<file path="config.mk">
export PLATFORM = sky130hd
export DESIGN_NAME = sram_port_arbiter
export DESIGN_NICKNAME = d
export VERILOG_FILES = /design/src/rtl/sram_port_arbiter.sv
export SDC_FILE = /design/constraint.sdc
export NUM_CORES = 1
export LEC_CHECK = 0
export CAP_MARGIN = 20
export CORE_AREA = 2 2 95 97
export DETAILED_ROUTE_END_ITERATION = 12
export DIE_AREA = 0 0 97 99
export PLACE_DENSITY_LB_ADDON = 0.1
export SKIP_LAST_GASP = 1
export SLEW_MARGIN = 30
export SYNTH_ARGS = -nofsm -noshare
export SYNTH_HDL_FRONTEND = slang
export SYNTH_SLANG_ARGS = --single-unit
export TNS_END_PERCENT = 1
</file>
<file path="constraint.sdc">
create_clock -name clk -period 5.4 [get_ports clk]
set_input_delay 1.35 -clock clk [delete_from_list [all_inputs] [get_ports clk]]
set_output_delay 1.35 -clock clk [all_outputs]
set_load 0.03 [all_outputs]
</file>
<file path="src/rtl/sram_port_arbiter.sv">
// Round-robin arbiter sharing one single-port data SRAM between the exec LSU (r0) and a debug/loader port (r1).
// Optional SRAM_ARB_LOCK_EN adds per-requester lock inputs that pin the grant for read-modify-write sequences.
module sram_port_arbiter #(
  parameter int AW = 10,
  parameter int DW = 32
) (
  input  logic            clk,
  input  logic            rst,
  input  logic            r0_req_valid,
  output logic            r0_req_ready,
  input  logic            r0_we,
  input  logic [AW-1:0]   r0_addr,
  input  logic [DW-1:0]   r0_wdata,
  input  logic [DW/8-1:0] r0_wstrb,
  output logic            r0_rsp_valid,
  output logic [DW-1:0]   r0_rdata,
  input  logic            r1_req_valid,
  output logic            r1_req_ready,
  input  logic            r1_we,
  input  logic [AW-1:0]   r1_addr,
  input  logic [DW-1:0]   r1_wdata,
  input  logic [DW/8-1:0] r1_wstrb,
  output logic            r1_rsp_valid,
  output logic [DW-1:0]   r1_rdata,
`ifdef SRAM_ARB_LOCK_EN
  input  logic            r0_lock,
  input  logic            r1_lock,
`endif
  output logic            sram_en,
  output logic            sram_we,
  output logic [DW/8-1:0] sram_wstrb,
  output logic [AW-1:0]   sram_addr,
  output logic [DW-1:0]   sram_wdata,
  input  logic [DW-1:0]   sram_rdata
);

  logic last_grant;
  logic rsp_pend;
  logic rsp_owner;
  logic rsp_read;
  logic elig0;
  logic elig1;
  logic grant0;
  logic grant1;

`ifdef SRAM_ARB_LOCK_EN
  logic locked;
  logic lock_owner;

  // A held lock hides the other requester entirely, even while the owner is idle.
  assign elig0 = r0_req_valid && !(locked && lock_owner);
  assign elig1 = r1_req_valid && !(locked && !lock_owner);

  always_ff @(posedge clk or posedge rst) begin
    if (rst) begin
      locked     <= 1'b0;
      lock_owner <= 1'b0;
    end else if (grant0) begin
      if (r0_lock) begin
        locked     <= 1'b1;
        lock_owner <= 1'b0;
      end else if (locked && !lock_owner) begin
        locked <= 1'b0;
      end
    end else if (grant1) begin
      if (r1_lock) begin
        locked     <= 1'b1;
        lock_owner <= 1'b1;
      end else if (locked && lock_owner) begin
        locked <= 1'b0;
      end
    end
  end
`else
  assign elig0 = r0_req_valid;
  assign elig1 = r1_req_valid;
`endif

  // Ready is forced low during reset so nothing is accepted while rst is high.
  always_comb begin
    grant0 = 1'b0;
    grant1 = 1'b0;
    if (!rst) begin
      if (elig0 && elig1) begin
        grant0 = last_grant;
        grant1 = !last_grant;
      end else begin
        grant0 = elig0;
        grant1 = elig1;
      end
    end
  end

  assign r0_req_ready = grant0;
  assign r1_req_ready = grant1;

  always_comb begin
    sram_en    = 1'b0;
    sram_we    = 1'b0;
    sram_wstrb = '0;
    sram_addr  = '0;
    sram_wdata = '0;
    if (grant0) begin
      sram_en    = 1'b1;
      sram_we    = r0_we;
      sram_wstrb = r0_wstrb;
      sram_addr  = r0_addr;
      sram_wdata = r0_wdata;
    end else if (grant1) begin
      sram_en    = 1'b1;
      sram_we    = r1_we;
      sram_wstrb = r1_wstrb;
      sram_addr  = r1_addr;
      sram_wdata = r1_wdata;
    end
  end

  // last_grant resets to 1 so r0 wins the first conflict.
  always_ff @(posedge clk or posedge rst) begin
    if (rst) begin
      last_grant <= 1'b1;
      rsp_pend   <= 1'b0;
      rsp_owner  <= 1'b0;
      rsp_read   <= 1'b0;
    end else begin
      rsp_pend <= sram_en;
      if (sram_en) begin
        last_grant <= grant1;
        rsp_owner  <= grant1;
        rsp_read   <= !sram_we;
      end
    end
  end

  assign r0_rsp_valid = rsp_pend && !rsp_owner;
  assign r1_rsp_valid = rsp_pend && rsp_owner;
  assign r0_rdata     = (r0_rsp_valid && rsp_read) ? sram_rdata : '0;
  assign r1_rdata     = (r1_rsp_valid && rsp_read) ? sram_rdata : '0;

endmodule

</file>
; ---- After elaboration in Yosys (flattened, before gate mapping)
; Cells that the tools add are included.
; W data, S select, Z words.
[word_totals]
ff_bits = 4
output_inout_bits = 116
[classes]
reduce_logical = 8
n_mux = 16
[ops]
columns = op, n
row1 = $mux W32, 4
row2 = $mux W10, 2
row3 = $mux W1, 8
row4 = $mux W4, 2
row5 = $logic_and A1 B1 Y1, 5
row6 = $logic_not A1 Y1, 3

; ---- Longest topological paths before layout
; Gate-level depths: netlist of the first run.
[logic_depth]
ltp_word = 6
depth_mapped = 6
depth_no_buf = 3

; ---- Worst setup path before layout of the first run
; Ideal clock, no wire load.
[synth_path]
path_kind = input to output
start = input rst
end = output sram_addr[3]
cell_stages = 4
path_slack_ns = 1.576
t_required_ns = 4.050
arrival_ns = 2.474
path_buffers = 1
cell_sequence = inv_2 > o211a_1 > clkbuf_1 > a22o_1
[synth_via]
elab_cells_between_ends = 4
classes_between = 4 x mux
[synth_rtl]
columns = item, line
row1 = from (decl), 8  ; input logic rst,
row2 = $mux W1, 83  ; if (!rst) begin
row3 = net r0_req_ready, 10  ; output logic r0_req_ready,
row4 = $mux W10, 103  ; if (grant0) begin
row5 = to (decl), 32  ; output logic [AW-1:0] sram_addr,
; The timed path passes the listed nets, and every way through them passes these cells.

; ---- Worst setup path in the final report of the first run
[layout_path]
start = input rst
end = output sram_wdata[28]
[layout_via]
elab_chain_len = 3
elab_cells_between_ends = 4
classes_between = 4 x mux
[layout_lines]
columns = item, line
row1 = $mux W1, 83
row2 = $mux W32, 109  ; end else if (grant1) begin
row3 = $mux W32 (*), 103
row4 = to (decl), 33  ; output logic [DW-1:0] sram_wdata,
; Mark *: on every way between the ends. The rest lies on a longest branch, timed or not.

==> qor.yml, run 1 <==
logic_synthesis:
  synth_cell_types: 18
  synth_seq_cells: 4
  seq_area_frac_synth_pct: 9.132
  syn-cell-area_mm2: 0.001110
  avgSynthCellArea_um2: 7.350
  ys_warn_count: 0
  synth_nets: 281
  netlist_instances: 151
global_routing:
  grt_pass1_wl_um: 11030
  grt_use_met3_pct: 5.035
  grt-busiest-layer: "met2"
  grt_max_degree: 48
  grt_pass1_vias: 1993
  grt_overflow: 0
  met2_usage_pct: 28.15
  grt_usage_pct: 14.20
  grt_use_met1_pct: 13.89
  grt_antenna_before_repair: 0
clock_network:
  cts_sinks: 4
  hold_buffers: 0
  clk_pin_slew_ps: 30
  clk_latency_ps: 220
  cts_tree: "yes"
  cts_resized: 0
  cts_htree_levels: 1
  cts.path.max_buffers: 2
  cts_setup_buffers: 0
  root_buffer: "clkbuf_8"
  cts_buffers: 3
cells_and_area:
  n_antenna_cell: 0
  nets: 514
  drive_gt1_share_pct: 2.611
  area_growth_pct: 231.6
  layout_commonest_cell: "clkdlybuf4s50_1"
  fin_util_pct: 43.03
  final_cell_mix: "245 x clkdlybuf4s50_1, 46 x a22o_1, 34 x and2_1"
worst_setup_path:
  path_class: "in2out"
  end_kind: "output port"
  worstPathMaxFanout: 38
  required_ps: 4050
  timing.critical_path.from: "rst"
  critPathCapture: "sram_wdata[28]"
  r2r_slack_ps: 4100
  timing.rr.start: "rsp_read$_DFFE_PP0P_"
  worst_r2r_endpoint: "rsp_read$_DFFE_PP0P_"
  reg2regPathDepth: 2
  arrival_ps: 3420
  critPathLaunchType: "primary input"
timing:
  fin_setup_tns_ps: 0
  drv_slew: 0
  relSlewSlack_pct: 42.66
  fin_crit_sh_pct: 88.26
  worstMarginPinSlew_ps: 860.0
  setup_viol: 0
  rsz0062_at_grt: "no"
  final_hold_viol_count: 0
  fmax_mhz: 209.8
  clock_skew_ps: 5.275
  period_minus_slack_ps: 4766
route:
  drtAntennaViolNets: 0
  route.detailed.drc: 0
  vias_per_cell: 4.369
  drt_wl_total_um: 7565
  wl_per_cell_um: 15.41
  drt-pass1-iter-count: 4
  vias: 2145
  drt_iter0_markers: 33
placed_design:
  io_buffers: 245
  gp_congestion: 0.7936
  dp_hpwl_um: 6395
pwr:
  p_per_area_mw_per_mm2: 128.8
  peakVddDrop_mv: 0.07072
  p_leak_nw: 1.524
die:
  start_util_pct: 12.98
  fp.dieArea_mm2: 0.009603
  fp.dieH_um: 99
  row_count: 34
  coreArea_mm2: 0.008551
  io_pins: 246
  die_x_um: 97
hold_path:
  holdCritStartpoint: "rsp_owner$_DFFE_PP0P_"
  hold_class: "reg2reg"
outcome:
  status: "finished clean"
flow_run:
  drv_cap: 0
[registers in the layout (all words and copies together) (netlist names)]
name	flops
rsp_read	1
last_grant	1
rsp_owner	1
rsp_pend	1
[kinds of logic after synthesis]
kind of cell	count (synthesis)	share of synthesized area (%)
compound gates	52	40.81
buf+inv	23	9.921
simple gates	72	40.14
flops	4	9.132
[critical path, stage by stage]
cell and delay, ps:
clkdlybuf4s50_1 430, inv_2 140, and3_2 370, buf_12 240, a22o_1 160, clkdlybuf4s50_1 730
[area by class of cell]
type                    count  area [um2]
well taps                 108       135.1
fillers                   881        4871
clock buffers               4       45.04
inverters                   3       11.26
multi-input cells         124       899.6
flip-flops and latches      4       101.3
repair buffers            248        2487
[how the worst min path moves through the flow]
stage,to,slack (ps),cells after the start
6_report,rsp_owner$_DFFE_PP0P_,520,1
3_5_place_dp,rsp_owner$_DFFE_PP0P_,510,1
5_1_grt,last_grant$_DFFE_PP1P_,560,1
2_1_floorplan,rsp_owner$_DFFE_PP0P_,480,1
3_3_place_gp,last_grant$_DFFE_PP1P_,530,1
4_1_cts,rsp_owner$_DFFE_PP0P_,520,1
[through the flow]
step                worst slack (ps)  area [um2]  hold WS, ps  power (mW)  instances
CTS                            604.0        3680        517.2      0.4806        491
global placement               603.3        3635        529.1      0.4116        487
global route                   524.3        3680        555.2      0.4994        491
detailed placement             603.5        3635        510.7      0.4114        487
finish                         633.9        3680        515.3      0.4741        491
floorplan                       1576        1110        480.1      0.2089        151
[Yosys cell counts]
master | n | area, um2
dfrtp_1 | 3 | 75.07
o2111ai_1 | 1 | 8.760
and3_1 | 34 | 212.7
and2_1 | 34 | 212.7
inv_1 | 2 | 7.510
clkbuf_1 | 11 | 41.29
a22o_1 | 46 | 402.9
a21o_1 | 2 | 15.01
nand4_1 | 1 | 6.260
nand2_1 | 2 | 7.510
buf_6 | 2 | 22.52
a31o_2 | 1 | 8.760
o21bai_1 | 1 | 7.510
buf_2 | 7 | 35.03
o211a_1 | 1 | 10.01
inv_2 | 1 | 3.750
nor2b_1 | 1 | 6.260
dfstp_2 | 1 | 26.28
[report_power, final]
group          switching (mW)  internal (mW)
logic                   0.170          0.194
clock network          0.0158         0.0504
registers             0.00977         0.0343
total                   0.195          0.279
[layer usage]
| layer | wire, um | share of wire (%) | vias to the layer above |
|---|---|---|---|
| met5 | 0 | 0 | - |
| met4 | 136 | 1.8 | 0 |
| met3 | 868 | 11 | 8 |
| met2 | 4019 | 53 | 150 |
| met1 | 2541 | 34 | 954 |
| li1 | - | - | 1033 |
(Power assumes the default switching activity.)
==> inputs of run 2 (changes only) <==
HOLD_SLACK_MARGIN = 0.12   (was default)
SETUP_SLACK_MARGIN = 0.05   (was default)
==> results of run 2 <==
Final layout, timing and power as in run 1 (identical DEF).
==> inputs of run 3 (changes only) <==
RECOVER_POWER = 100   (was default)
==> run 3 against run 2 <==
Effect of this change: critical endpoint is now sram_wdata[12]; wire length is essentially flat; highest routed layer unchanged; maximum frequency shrank 4.8%; clock power grew 0.6%; first-iteration DRC count grew 9.1%; largest power group unchanged; power shrank 2.4%; critical path depth is the same; non-clock buffer count is the same; utilization is the same; hold slack gained 7.0 ps.
==> qor.yml, run 3 (same netlist as run 1, synthesis figures left out) <==
clock_network:
  cts_setup_buffers: 0  # unchanged
  cts_tree: "yes"
  cts_buffers: 3  # unchanged
  clk_latency_ps: 220  # about the same
  cts_htree_levels: 1  # unchanged
  cts_sinks: 4  # unchanged
  hold_buffers: 0  # unchanged
  root_buffer: "clkbuf_8"
  clk_pin_slew_ps: 30  # about the same
  cts.path.max_buffers: 2  # unchanged
  cts_resized: 0  # unchanged
pwr:
  seqPwrFrac_pct: 9.5  # +0.2 points
  clkPwrFrac_pct: 14.4  # +0.4 points
  internal_power_uw: 268.0  # -3.8%
  p_leak_nw: 1.773  # +16%
  peakVddDrop_mv: 0.07168  # +1.4%
  combinationalPowerShare_pct: 76.0  # -0.7 points
  p_per_area_mw_per_mm2: 125.7  # -2.4%
  switching_share_pct: 42.08  # +0.86 points
  p_total_uw: 462.7  # -2.4%
  p_switching_uw: 194.7  # -0.38%
timing:
  period_minus_slack_ps: 5008  # +241.6 ps
  relSlewSlack_pct: 41.76  # -0.90 points
  fmax_mhz: 199.7  # -4.8%
  clock_skew_ps: 4.765  # -0.5096 ps
  fin_setup_tns_ps: 0  # unchanged
  drv_slew: 0  # unchanged
  final_hold_viol_count: 0  # unchanged
  worstMarginPinSlew_ps: 873.5  # +13.49 ps
  fin_crit_sh_pct: 92.74  # +4.5 points
  setup_viol: 0  # unchanged
  rsz0062_at_grt: "no"
hold_path:
  hold_class: "reg2reg"
route:
  vias_per_cell: 4.371  # about the same
  drt_wl_total_um: 7559  # about the same
  wl_met3_um: 882  # +1.6%
  wl_per_cell_um: 15.40  # about the same
  wl_met1_um: 2528  # -0.51%
  drt_iter0_markers: 36  # +9.1%
  vias: 2146  # +0.047%
  wl_met2_um: 4008  # -0.27%
  topRoutingLayerUsed: "met4"
  drt-pass1-iter-count: 4  # unchanged
  drtAntennaViolNets: 0  # unchanged
  route.detailed.drc: 0  # unchanged
global_routing:
  grt_max_degree: 48  # unchanged
  grt_pass1_wl_um: 11030  # unchanged
  grt_usage_pct: 14.20  # unchanged
  grt_overflow: 0  # unchanged
  grt_pass1_vias: 1993  # unchanged
  grt_antenna_before_repair: 0  # unchanged
worst_setup_path:
  path_cells: "dlygate4sd3_1 -> inv_1 -> o211a_1 -> buf_4 -> a22o_1 -> dlygate4sd3_1"
  required_ps: 4050  # about the same
  critPathSlowestCell: "dlygate4sd3_1"
  crit_buf_inv: 4  # unchanged
  arrival_ps: 3660  # +240 ps
  end_kind: "output port"
  cp_common_cell: "dlygate4sd3_1"
  crit_family: "buffers and inverters"
  path_class: "in2out"
  critPathLaunchType: "primary input"
  worstPathMaxFanout: 47  # +24%
  critPathMaxStageDelay_ps: 750  # +20 ps
placed_design:
  io_buffers: 245  # unchanged
  dp_hpwl_um: 6395  # unchanged
  gp_congestion: 0.7936  # unchanged
cells_and_area:
  n_antenna_cell: 0  # unchanged
  nets: 514  # unchanged
  fin_util_pct: 43.03  # unchanged
  drive_gt1_share_pct: 2.350  # -0.26 points
  area_growth_pct: 231.6  # unchanged
  layout_commonest_cell: "clkdlybuf4s50_1"
  nFillCells: 881  # unchanged
  final_cell_mix: "162 x clkdlybuf4s50_1, 83 x dlygate4sd3_1, 46 x a22o_1"
die:
  row_count: 34  # unchanged
  fp.dieArea_mm2: 0.009603  # unchanged
  die_x_um: 97  # unchanged
  coreArea_mm2: 0.008551  # unchanged
  fp.dieH_um: 99  # unchanged
  start_util_pct: 12.98  # unchanged
  io_pins: 246  # unchanged
flow_run:
  drv_cap: 0  # unchanged
outcome:
  status: "finished clean"
-- run 3: changes by cell type in the layout (fill, tap and decap cells not counted), sizes merged --
| cell | before | now |
|---|---|---|
| clkdlybuf4s50 | 245 | 162 |
| dlygate4sd3 | 0 | 83 |
-- run 3: final timing paths --
kind                                             from                endpoint  slack (ps)  depth (start not counted)
min in group asynchronous                         rst      rsp_pend$_DFF_PP0_        1510                          2
worst max-delay path                              rst          sram_wdata[12]         390                          6
worst min-delay path            rsp_owner$_DFFE_PP0P_   rsp_owner$_DFFE_PP0P_         520                          1
worst min register to register  rsp_owner$_DFFE_PP0P_   rsp_owner$_DFFE_PP0P_         520                          1
worst max register to register   rsp_read$_DFFE_PP0P_    rsp_read$_DFFE_PP0P_        4100                          2
max in group asynchronous                         rst  last_grant$_DFFE_PP1P_        3630                          2
-- run 3: layout make-up --
cell class                      instances  area (um2)  share of cell area [%]
Sequential cell                         4       101.3                   2.754
Tap cell                              108       135.1                   3.672
Inverter                                3       11.26                  0.3060
Multi-Input combinational cell        124       899.6                   24.45
Clock buffer                            4       45.04                   1.224
Timing Repair Buffer                  248        2487                   67.60
-- run 3: power by group through the flow --
| stage | Sequential, mW | Combinational [mW] | Clock, mW |
|---|---|---|---|
| final | 0.0442 | 0.352 | 0.0667 |
| after global routing | 0.0456 | 0.370 | 0.0721 |
| after CTS | 0.0442 | 0.368 | 0.0688 |
| after detailed placement | 0.0445 | 0.367 | 0 |
| after global placement | 0.0446 | 0.367 | 0 |
| after floorplan | 0.0372 | 0.172 | 0 |
-- run 3: per-layer routing --
| metal | track usage [%] | vias to the layer above |
|---|---|---|
| met5 | 0 | - |
| met4 | 3.684 | 0 |
| met3 | 5.035 | 10 |
| met2 | 28.15 | 154 |
| met1 | 13.89 | 948 |
| li1 | - | 1034 |
-- run 3: metrics by stage --
stage | cell area (um2) | hold WS (ps) | std cells | worst slack, ps
after detailed placement | 3635 | 510.7 | 487 | 603.5
after floorplan | 1110 | 480.1 | 151 | 1576
final | 3680 | 522.2 | 491 | 392.3
after global placement | 3635 | 529.1 | 487 | 603.3
after CTS | 3680 | 517.2 | 491 | 604.0
after global routing | 3680 | 555.2 | 491 | 263.1
-- run 3: worst reg2reg max path: cells and delay by family (launching register included) --
kind	cells	cell delay, ps
AOI/OAI and AO/OA	1	210
DFF	1	680
and+or+nand+nor	1	290
